### config.mk
export PLATFORM = sky130hd
export DESIGN_NAME = aes_subbytes_seq
export DESIGN_NICKNAME = d
export VERILOG_FILES = /design/src/rtl/aes_sbox_pkg.sv /design/src/rtl/sbox.sv /design/src/rtl/sbox_tag_pipe.sv /design/src/rtl/aes_subbytes_seq.sv
export SDC_FILE = /design/constraint.sdc
export NUM_CORES = 1
export LEC_CHECK = 0
export CAP_MARGIN = 20
export CELL_PAD_IN_SITES_DETAIL_PLACEMENT = 1
export CELL_PAD_IN_SITES_GLOBAL_PLACEMENT = 1
export CORE_ASPECT_RATIO = 0.9
export CORE_MARGIN = 3
export CORE_UTILIZATION = 40
export DETAILED_ROUTE_END_ITERATION = 8
export PLACE_DENSITY = 0.72
export SYNTH_ARGS = -nofsm -noshare
export SYNTH_HDL_FRONTEND = slang
export SYNTH_HIERARCHICAL = 1
export SYNTH_SLANG_ARGS = --single-unit
export TNS_END_PERCENT = 5
### constraint.sdc
create_clock -name clk -period 45.8 [get_ports clk]
set_clock_uncertainty 0.05 [all_clocks]
set_input_delay 6.87 -clock clk [delete_from_list [all_inputs] [get_ports clk]]
set_output_delay 6.87 -clock clk [all_outputs]
set_load 0.03 [all_outputs]
### src/rtl/aes_sbox_pkg.sv
// Shared definitions for the AES SubBytes sequencer.
//   seq_state_t : sequencer states IDLE / FEED / DRAIN / DONE
//   NBYTES      : bytes in a full 128-bit state
//   WBYTES      : bytes in a key-schedule word (SubWord)
//   IDX_W       : width of a byte index
//   sbox_tag_t  : tag that travels alongside each byte inside the S-box pipe
package aes_sbox_pkg;

  localparam int NBYTES = 16;
  localparam int WBYTES = 4;
  localparam int IDX_W  = 4;

  typedef enum logic [1:0] {
    IDLE  = 2'd0,
    FEED  = 2'd1,
    DRAIN = 2'd2,
    DONE  = 2'd3
  } seq_state_t;

  typedef struct packed {
    logic             valid;
    logic [IDX_W-1:0] idx;
  } sbox_tag_t;

endpackage

### src/rtl/sbox.sv
// Pipelined AES S-box.
//   clk : clock
//   in  : byte to substitute
//   out : S(in), available LAT rising edges after in is applied
// The substitution is computed as the GF(2^8) inverse (x^254) followed by
// the AES affine transform. No reset: the pipe carries data only.
module sbox #(
  parameter int LAT = 2
) (
  input  logic       clk,
  input  logic [7:0] in,
  output logic [7:0] out
);

  function automatic logic [7:0] xtime(input logic [7:0] a);
    return {a[6:0], 1'b0} ^ (a[7] ? 8'h1b : 8'h00);
  endfunction

  function automatic logic [7:0] gf_mul(input logic [7:0] a, input logic [7:0] b);
    logic [7:0] acc;
    logic [7:0] x;
    acc = 8'h00;
    x   = a;
    for (int i = 0; i < 8; i++) begin
      if (b[i]) acc = acc ^ x;
      x = xtime(x);
    end
    return acc;
  endfunction

  // a^254 = a^2 * a^4 * ... * a^128; maps 0 to 0 as AES requires.
  function automatic logic [7:0] sub_byte(input logic [7:0] a);
    logic [7:0] sq;
    logic [7:0] inv;
    sq  = a;
    inv = 8'h01;
    for (int i = 1; i < 8; i++) begin
      sq  = gf_mul(sq, sq);
      inv = gf_mul(inv, sq);
    end
    return inv ^ {inv[6:0], inv[7]} ^ {inv[5:0], inv[7:6]} ^
           {inv[4:0], inv[7:5]} ^ {inv[3:0], inv[7:4]} ^ 8'h63;
  endfunction

  logic [7:0] pipe_p [LAT];

  // stage 0 substitutes, later stages only delay
  always_ff @(posedge clk) begin
    pipe_p[0] <= sub_byte(in);
    for (int i = 1; i < LAT; i++) pipe_p[i] <= pipe_p[i-1];
  end

  assign out = pipe_p[LAT-1];

endmodule

### src/rtl/sbox_tag_pipe.sv
// Shift register that keeps one tag per byte in flight through the S-box.
//   clk     : clock
//   rst_n   : asynchronous active-low clear of every stage
//   tag_in  : tag entering together with the S-box input byte
//   tag_out : tag leaving together with the S-box output byte
module sbox_tag_pipe
  import aes_sbox_pkg::*;
#(
  parameter int DEPTH = 2
) (
  input  logic      clk,
  input  logic      rst_n,
  input  sbox_tag_t tag_in,
  output sbox_tag_t tag_out
);

  sbox_tag_t stage [DEPTH];

  always_ff @(posedge clk or negedge rst_n) begin
    if (!rst_n) begin
      for (int i = 0; i < DEPTH; i++) stage[i] <= '0;
    end else begin
      stage[0] <= tag_in;
      for (int i = 1; i < DEPTH; i++) stage[i] <= stage[i-1];
    end
  end

  assign tag_out = stage[DEPTH-1];

endmodule

### src/rtl/aes_subbytes_seq.sv
// AES SubBytes sequencer: streams the 16 bytes of a state through one shared
// pipelined S-box and reassembles the result in place.
//   clk, rst_n          : clock, asynchronous active-low reset
//   in_valid / in_ready : input handshake, in_ready only in IDLE
//   in_state            : 128-bit state, byte k = in_state[8k+7:8k]
//   in_word             : (SBOX_SUBWORD_EN only) SubWord, bytes 0..3 only
//   out_valid/out_ready : output handshake, out_valid only in DONE
//   out_state           : substituted state (zero while out_valid is low)
//   busy                : job in progress (FEED, DRAIN or DONE)
// Optional feature macro: SBOX_SUBWORD_EN.
module aes_subbytes_seq
  import aes_sbox_pkg::*;
#(
  parameter int SBOX_LAT = 2
) (
  input  logic         clk,
  input  logic         rst_n,
  input  logic         in_valid,
  output logic         in_ready,
  input  logic [127:0] in_state,
`ifdef SBOX_SUBWORD_EN
  input  logic         in_word,
`endif
  output logic         out_valid,
  input  logic         out_ready,
  output logic [127:0] out_state,
  output logic         busy
);

  localparam logic [IDX_W-1:0] LAST_FULL = IDX_W'(NBYTES - 1);
  localparam logic [IDX_W-1:0] LAST_WORD = IDX_W'(WBYTES - 1);

  seq_state_t       state;
  logic [IDX_W-1:0] cnt;
  logic [IDX_W-1:0] last_idx;
  logic [IDX_W-1:0] job_last;
  logic [127:0]     result;
  logic [7:0]       sbox_in;
  logic [7:0]       sbox_out;
  sbox_tag_t        tag_in;
  sbox_tag_t        tag_out;
  logic             word_sel;
  logic             accept;
  logic             last_issue;
  logic             last_return;

`ifdef SBOX_SUBWORD_EN
  assign word_sel = in_word;
`else
  assign word_sel = 1'b0;
`endif

  assign job_last    = word_sel ? LAST_WORD : LAST_FULL;
  assign accept      = in_valid && in_ready;
  assign last_issue  = (cnt == last_idx);
  assign last_return = tag_out.valid && (tag_out.idx == last_idx);

  always_ff @(posedge clk or negedge rst_n) begin
    if (!rst_n) begin
      state    <= IDLE;
      cnt      <= '0;
      last_idx <= LAST_FULL;
    end else begin
      case (state)
        IDLE: begin
          if (accept) begin
            state    <= FEED;
            cnt      <= '0;
            last_idx <= job_last;
          end
        end
        FEED: begin
          cnt <= last_issue ? '0 : cnt + IDX_W'(1);
          if (last_issue) state <= DRAIN;
        end
        DRAIN: begin
          if (last_return) state <= DONE;
        end
        DONE: begin
          if (out_ready) state <= IDLE;
        end
        default: state <= IDLE;
      endcase
    end
  end

  // Result is updated in place: bytes are read in FEED at cnt and written
  // back at the returning tag index, which always lags cnt.
  always_ff @(posedge clk) begin
    if (accept) begin
      result <= in_state;
    end else if (tag_out.valid) begin
      result[{tag_out.idx, 3'b000} +: 8] <= sbox_out;
    end
  end

  // issue stage: byte and tag enter the S-box pipe together
  assign sbox_in      = (state == FEED) ? result[{cnt, 3'b000} +: 8] : 8'h00;
  assign tag_in.valid = (state == FEED);
  assign tag_in.idx   = cnt;

  sbox #(
    .LAT (SBOX_LAT)
  ) u_sbox (
    .clk (clk),
    .in  (sbox_in),
    .out (sbox_out)
  );

  sbox_tag_pipe #(
    .DEPTH (SBOX_LAT)
  ) u_tag_pipe (
    .clk     (clk),
    .rst_n   (rst_n),
    .tag_in  (tag_in),
    .tag_out (tag_out)
  );

  // return stage: tag_out/sbox_out retire into result above
  assign in_ready  = rst_n && (state == IDLE);
  assign out_valid = (state == DONE);
  assign busy      = (state != IDLE);
  assign out_state = out_valid ? result : 128'd0;

endmodule

# After elaboration in Yosys (flattened, before gate mapping)
# Memories as Yosys holds them, arrays and structs flattened.
# Index checks and enable logic that the tools add are counted.
[word_totals] ff_bits=144 ram_bits=16 output_inout_bits=131 word_cells=441 memories=1
[memory_table] name="u_sbox.pipe_p" words=2 width=8 read_ports=2 rd_clocked_by_memory_dff=0 wr=2 line_no="sbox.sv:45" rtl="logic [7:0] pipe_p [LAT];"
[op_classes] add_sub_neg=2 n_eq_ne=9 shifts=3 n_mux=216 bitwise=194 reduce_logical=9
[op_table] operator="$xor A8 B8 Y8" n=186
[op_table] operator="$mux W8" n=106
[op_table] operator="$mux W5" n=92
[op_table] operator="$mux W128" n=3
[op_table] operator="$bwmux W128" n=1
[op_table] operator="$shift A8 B9 Y128 const A" n=1
[op_table] operator="$shiftx A128 B8 Y8" n=1
[op_table] operator="$shiftx A8 B9 Y128" n=1
[op_table] operator="$mux W4" n=3
[op_table] operator="$mux W2" n=5
[op_table] operator="$neg A7 Y9" n=1
[op_table] operator="$eq A4 B4 Y1 const B" n=2
[op_table] operator="$pmux W2 S4" n=1
[op_table] operator="$pmux W4 S2" n=1
[op_table] operator="$mux W7" n=1
[op_table] operator="$not A1 Y1 const A" n=7
[op_table] operator="$mux W6" n=1
[op_table] operator="$ne A2 B2 Y1 const B" n=3
[op_table] operator="$reduce_bool A2 Y1" n=3
[op_table] operator="$add A4 B1 Y4 const B" n=1
[op_table] operator="$eq A2 B2 Y1 const B" n=2
[op_table] operator="$not A4 Y4" n=1
[op_table] operator="$reduce_and A4 Y1" n=1
[op_table] operator="$logic_and A1 B1 Y1" n=3
[op_table] operator="6 further kinds" n=6

# Depth between registers and ports, before layout
# Gate-level depths: netlist of the first run.
[depth] ltp_word=134 mapped_depth=66

# Modules after synthesis
# The synthesis of the first run kept the hierarchy.
[modules_own_cells] module="sbox" instances=1 cells_each=1888 area_per_inst_um2=14721.6 seq_area_each_um2=320.3
[modules_own_cells] module="aes_subbytes_seq" instances=1 cells_each=734 area_per_inst_um2=8164.1 seq_area_each_um2=3993.8
[modules_own_cells] module="sbox_tag_pipe" instances=1 cells_each=15 area_per_inst_um2=287.8 seq_area_each_um2=250.2

# Worst setup path after synthesis of the first run
# Ideal clock, no wire load.
[synth_timing] kind="reg-to-reg" start="reg state[1]" end="mem u_sbox.pipe_p[0][3]" setup_ns=0.127 arrival_ns=15.369 required_time_ns=45.623 path_slack_ns=30.254 path_stages_with_launch=60 path_cell_list="dfrtp_1 -> inv_1 -> ha_1 -> buf_2 -> nor2b_1 -> clkbuf_1 -> nand3_1 -> o211ai_1 -> ha_1 -> buf_2 -> nand2_1 -> xor2_2 -> inv_1 -> clkbuf_1 -> ha_1 -> clkbuf_1 -> xnor3_1 -> o21ai_0 -> [24 not listed] -> xnor2_2 -> xnor3_1 -> xnor3_1 -> xnor3_1 -> nand2_1 -> xor2_1 -> xnor3_1 -> xnor3_1 -> buf_4 -> xnor3_1 -> mux2i_1 -> mux2i_1 -> xnor3_1 -> xor2_1 -> xnor2_1 -> xnor2_2 -> xor3_1 -> xor2_1"
[synth_rtl] element="from (decl)" line_no="aes_subbytes_seq.sv:33" rtl="seq_state_t state;"
[synth_rtl] element="from (signal assigned)" line_no="aes_subbytes_seq.sv:60" rtl="state <= IDLE;"
[synth_rtl] element="from (signal assigned)" line_no="aes_subbytes_seq.sv:67" rtl="state <= FEED;"
[synth_rtl] element="from (signal assigned)" line_no="aes_subbytes_seq.sv:74" rtl="if (last_issue) state <= DRAIN;"
[synth_rtl] element="to (decl)" line_no="sbox.sv:45"

==> results of run 1 <==
path summary, 6_finish.rpt:
check,to,slack (ps),cells past startpoint,start
max in group asynchronous,u_tag_pipe/tag_out[0],38630,2,rst_n
setup / recovery,u_sbox/pipe_p[0][4],26180,58,state[1]
hold reg to reg,u_sbox/pipe_p[0][14],280,0,u_sbox/pipe_p[0][6]
hold / removal,u_sbox/pipe_p[0][14],280,0,u_sbox/pipe_p[0][6]
min in group asynchronous,cnt[0],6640,1,rst_n
setup reg to reg,u_sbox/pipe_p[0][4],26180,58,state[1]
cells in the mapped netlist (all sizes together) (16+ instances only):
cell type  instances  area share
xnor2            379        0.15
nor2             284       0.047
nand2            282       0.046
and2             141       0.038
edfxtp           128        0.17
o21ai            121       0.027
buf              116       0.032
xnor3            109        0.11
xor2             107       0.046
clkbuf            89       0.015
nor3              89       0.021
a21oi             73       0.016
nand3             71       0.016
mux2i             69       0.030
a22o              47       0.018
o31ai             43       0.014
inv               35      0.0057
a22oi             33       0.011
o22ai             31      0.0084
o211ai            22      0.0071
a31oi             21      0.0063
a32o              21      0.0091
mux4              21       0.020
dfrtp             16       0.017
dfxtp             16       0.014
area by class of cell:
class,count,area share
antenna,4,0.0003700
clock buffer,20,0.01730
clock inverter,12,0.003515
inverter,36,0.004995
multi-input combinational,2234,0.6450
sequential,160,0.1688
tap,765,0.03538
timing repair buffer,357,0.1247
routing by layer:
layer	GRT usage	share of wire	vias to the layer above
met2	0.4874	0.46	1054
met4	0.08021	0.027	4
li1	-	-	9695
met5	0	0.00036	-
met1	0.4173	0.43	11100
met3	0.04589	0.088	150
state kept, by name, summed over array words and instances (netlist names):
name,flops
u_tag_pipe/tag_out,5
u_sbox/pipe_p,16
result,128
cnt,4
state,2
u_tag_pipe/stage,5
logic make-up (layout without fill, tap and decap cells):
logic type               after synthesis  after routing  share of synthesized area
multiplexers                         105            105                    0.05766
XOR/XNOR                             609            609                     0.3203
AO/OA/AOI/OAI                        531            531                     0.1627
adder cells (fa/ha/maj)               15             15                   0.008099
buffers and inverters                243            425                    0.05372
AND/OR/NAND/NOR                      974            974                     0.2005
flip-flops                           160            160                     0.1970
other                                  0              4                          0
metrics by stage:
step	utilization	std cells	hold WS (ps)	instance area (um^2)
after global routing	0.4727	3587	289.9	27050
after floorplan	-	2637	259.6	23170
after global placement	0.4604	3539	260.7	26350
after CTS	0.4704	3573	279.9	26920
after detailed placement	0.4606	3541	263.5	26360
final	0.4728	3588	279.5	27050
cells in the final DEF (no fill, tap or decap), types with 15 or more instances in the layout:
| cell type | count |
|---|---|
| xor2_1 | 96 |
| a32o_1 | 21 |
| dfrtp_1 | 15 |
| mux2i_1 | 69 |
| nand2_1 | 282 |
| a22oi_1 | 32 |
| clkdlybuf4s50_1 | 262 |
| xnor2_1 | 351 |
| a21oi_1 | 72 |
| and2_1 | 140 |
| mux4_2 | 21 |
| nor3_1 | 85 |
| dfxtp_1 | 16 |
| edfxtp_1 | 128 |
| a31oi_1 | 20 |
| o22ai_1 | 31 |
| nand3_1 | 70 |
| clkbuf_16 | 18 |
| xnor2_2 | 21 |
| o211ai_1 | 22 |
| nor2_1 | 277 |
| a22o_1 | 47 |
| xnor3_1 | 96 |
| o31ai_1 | 43 |
| o21ai_0 | 107 |
| buf_4 | 86 |
| inv_1 | 29 |
==> metrics.md, run 1 <==
| Metric | Value |
|---|---|
| Outcome | `complete, no violations` |
| Routability cong. | `0.9391` |
| Initial DRC count | `2350` |
| DP Wirelength | `71340 um` |
| I/O Buffers | `262` |
| MaxCap Viol Count | `0` |
| I/O pin cnt | `263` |
| FF+latch area | `0.004566 mm^2` |
| Die footprint | `0.06086 mm^2` |
| Worst Hold Class | `flip-flop to flip-flop` |
| Place WS | `25940 ps` |
| Endpoint class of the critical path | `flip-flop` |
| Sequential area share after synthesis | `0.1970` |
| CTS max path bufs | `2` |
| Setup crit start kind | `flip-flop` |
| Most used flip-flop cell after synthesis | `edfxtp_1` |
| Setup ws final | `26180 ps` |
| Initial antenna violation count | `6` |
| RSZ-0062 raised after global routing | `no` |
| Final antenna-violating net count | `0` |
| Number of global-route vias before repair | `22040` |
| Final TNS setup | `0 ps` |
| Tmin final | `19620 ps` |
| Die Height | `234.3 um` |
| Area Growth Syn to Fin | `16.74%` |
| Total congestion overflow | `0` |
| CP max stage cell | `nor2b_1` |
| # rows | `83` |
| Synth warnings | `6` |
| #FFs+latches synth | `160` |
| Tot GR Track Use | `0.3002` |
| Fin crit share | `0.4283` |
| Hold Buf Count CTS | `0` |
| Die width | `259.7 um` |
| Drt pass-1 iters | `8` |
| Wirelength per Cell | `26.17 um` |
| Most used cell along the critical path | `xnor2_1` |
| FFs w/ async S/R, synth | `0.1000` |
| Area of the multi-input gates | `0.01745 mm^2` |
| Clk sinks | `160` |
| Maximum clock rate | `0.05098 GHz` |
| Largest delay share family, worst path | `XOR/XNOR gates` |
| Worst slew pin tran | `1142 ps` |
| Post-cts sizing count | `0` |
| Setup bufs post-CTS | `0` |
| Initial Util | `0.4050` |
| Nets | `2953` |
| Worst-path clk slew | `70 ps` |
| First-pass GRT wire length | `140700 um` |
| Clk_lat worst skew | `440 ps` |
| Setup CP Type | `flip-flop to flip-flop` |
| Crit path DAT | `19870 ps` |
| Final Max Slew Viols | `0` |
| CTS tree | `yes` |
| # setup viols final | `0` |
| WL final | `93880 um` |
| Req. time, crit path | `46050 ps` |
| Max transition margin | `0.2332` |
| Htree depth | `4` |
| Hold Vio Cnt, Final | `0` |
| CTS buffer count | `17` |
| Post-synthesis cell count | `2637` |
| Worst path bufs/invs | `4` |
| Via count | `22000` |
| Synthesized netlist net count | `2784` |
| Vias per inst | `6.132` |
| Fill cells | `6682` |
| Share of layout cells above drive strength 1 | `0.09400` |
| Largest net degree at the start of global routing | `131` |
| Core Box Area | `0.05722 mm^2` |
| Clk Tree Root Cell | `clkbuf_16` |
| Drc violations | `0` |
| Synthesized area per cell | `8.788 um^2` |
| Post-synth EDFFs | `128` |
| CP Max Fanout | `16` |
| Slowest cell delay on critical path | `890 ps` |
| Cell Area, Synth | `0.02317 mm^2` |
| Post-synth cell types | `115` |
Power of run 1 is left out: the tool's default activity adds up to more than one toggle a clock period on the data nets, which glitch-free logic cannot reach.
==> inputs of run 2 (changes only) <==
- PLACE_DENSITY: 0.72 -> 0.75
- clock period: 45.8 -> 16.2 ns (I/O delays scaled with it)
==> metrics.md, run 2 (synthesized netlist as in run 1, its figures left out) <==
| Metric | Value |
|---|---|
| Die width | `259.7 um` |
| Crit path DAT | `15970 ps` |
| Endpoint class of the critical path | `flip-flop` |
| Total congestion overflow | `0` |
| Core Box Area | `0.05722 mm^2` |
| Via count | `22380` |
| Outcome | `complete, no violations` |
| Initial DRC count | `1946` |
| Setup crit start kind | `flip-flop` |
| Drc violations | `0` |
| Initial antenna violation count | `4` |
| Tmin final | `15690 ps` |
| Hold Vio Cnt, Final | `0` |
| Max reg flops | `128` |
| Fill cells | `6534` |
| Final antenna-violating net count | `0` |
| # rows | `83` |
| Final Max Slew Viols | `0` |
| CP max stage cell | `a222oi_1` |
| Initial Util | `0.4050` |
| Max transition margin | `0.2428` |
| Share of layout cells above drive strength 1 | `0.1579` |
| Slowest cell delay on critical path | `680 ps` |
| Largest delay share family, worst path | `XOR/XNOR gates` |
| # setup viols final | `0` |
| Largest regs | `result (128), u_sbox/pipe_p (16)` |
| Wirelength per Cell | `26.35 um` |
| Nets | `3073` |
| Routability cong. | `0.9535` |
| Die footprint | `0.06086 mm^2` |
| WL final | `97610 um` |
| Clk_lat worst skew | `450 ps` |
| DP Area | `0.02698 mm^2` |
| Req. time, crit path | `16480 ps` |
| First-pass GRT wire length | `143700 um` |
| Worst slew pin tran | `1128 ps` |
| Drt pass-1 iters | `5` |
| Number of global-route vias before repair | `22330` |
| MaxCap Viol Count | `0` |
| Area Growth Syn to Fin | `23.14%` |
| Vias per inst | `6.041` |
| Tot GR Track Use | `0.3091` |
| CP Max Fanout | `21` |
| Clk sinks | `160` |
| Clk Tree Root Cell | `clkbuf_16` |
| Htree depth | `4` |
| Die Height | `234.3 um` |
| Setup CP Type | `flip-flop to flip-flop` |
| Worst path bufs/invs | `7` |
| Biggest register | `result` |
| I/O Buffers | `262` |
| DP Wirelength | `73540 um` |
| Largest net degree at the start of global routing | `131` |
| CTS max path bufs | `2` |
| Most used cell along the critical path | `xnor3_1` |
| CTS buffer count | `17` |
| Fin crit share | `0.9684` |
| CTS tree | `yes` |
| Worst Hold Class | `flip-flop to flip-flop` |
| Most frequent cells in the layout | `325 x xnor2_1, 282 x nand2_1, 275 x nor2_1, 262 x clkdlybuf4s50_1, 197 x buf_4` |
| Final instance area | `0.02854 mm^2` |
| Maximum clock rate | `0.06374 GHz` |
| Worst-path clk slew | `70 ps` |
| I/O pin cnt | `263` |
| Commonest non-fill, non-tap cell in the layout | `xnor2_1` |
run 2: cell types whose count changed in the layout (fill, tap and decap cells not counted), moves of 4 or more:
| cell | before | now |
|---|---|---|
| buf_4 | 86 | 197 |
| xor3_2 | 1 | 5 |
| xnor3_1 | 96 | 82 |
| xor2_1 | 96 | 91 |
| a21oi_1 | 72 | 67 |
| xnor2_2 | 21 | 42 |
| xnor2_4 | 7 | 12 |
| buf_6 | 2 | 7 |
| xor3_1 | 13 | 9 |
| xnor3_2 | 13 | 27 |
| a21oi_2 | 1 | 5 |
| xnor2_1 | 351 | 325 |
run 2: stage by stage:
| step | std cells | hold WS, ps | setup TNS [ps] | utilization | worst slack [ps] |
|---|---|---|---|---|---|
| CTS | 3659 | 280.9 | 0 | 0.4842 | 6.791 |
| global route | 3705 | 283.8 | -1345 | 0.4987 | -210.0 |
| floorplan | 2637 | 259.6 | 0 | - | 653.8 |
| detailed placement | 3621 | 263.5 | -3685 | 0.4715 | -621.5 |
| global placement | 3617 | 263.0 | -1196 | 0.4711 | -312.0 |
| finish | 3705 | 280.7 | 0 | 0.4987 | 511.1 |
run 2: worst register-to-register path: cells and delay by family, from the launching register on:
kind	cells	cell delay [ps]
AOI/OAI and AO/OA	5	1350
DFF	1	450
xor gates and xnor gates	31	9520
muxes	3	730
adders and majority gates	2	720
buffers and inverters	7	1410
and+or+nand+nor	8	1320
run 2: layout make-up:
type                            count  area, um^2  share of cell area
Clock buffer                       18       429.2             0.01504
Sequential cell                   160        4566              0.1600
Multi-Input combinational cell   2234       17960              0.6292
Clock inverter                     14       125.1            0.004385
Antenna cell                        1       2.502          0.00008769
Timing Repair Buffer              477        4365              0.1530
Tap cell                          765       957.2             0.03354
Inverter                           36       135.1            0.004735
run 2: what timing repair did:
item,CTS,global route
gates resized for setup,26,78
setup buffers,6,38
setup endpoints to repair,8,8
pin swaps,6,37
hold buffers,0,0
gates cloned,0,2
run 2: worst paths after layout:
path	to	start	cells after the start	slack [ps]
worst min-delay path	u_sbox/pipe_p[0][11]	u_sbox/pipe_p[0][3]	0	280
min in group asynchronous	cnt[1]	rst_n	2	2350
worst max register to register	u_sbox/pipe_p[0][7]	cnt[1]	56	510
worst min register to register	u_sbox/pipe_p[0][11]	u_sbox/pipe_p[0][3]	0	280
max in group asynchronous	cnt[0]	rst_n	2	13590
worst max-delay path	u_sbox/pipe_p[0][7]	cnt[1]	56	510
run 2: layer usage:
metal	global-route usage	routed length [um]	vias to the layer above	part of all wire
li1	-	-	9935	-
met1	0.4206	41460	11350	0.42
met2	0.5131	45720	952	0.47
met3	0.05053	7751	142	0.079
met4	0.07811	2665	2	0.027
met5	0	14	-	0.00014
Power of run 2 is left out for the same reason.
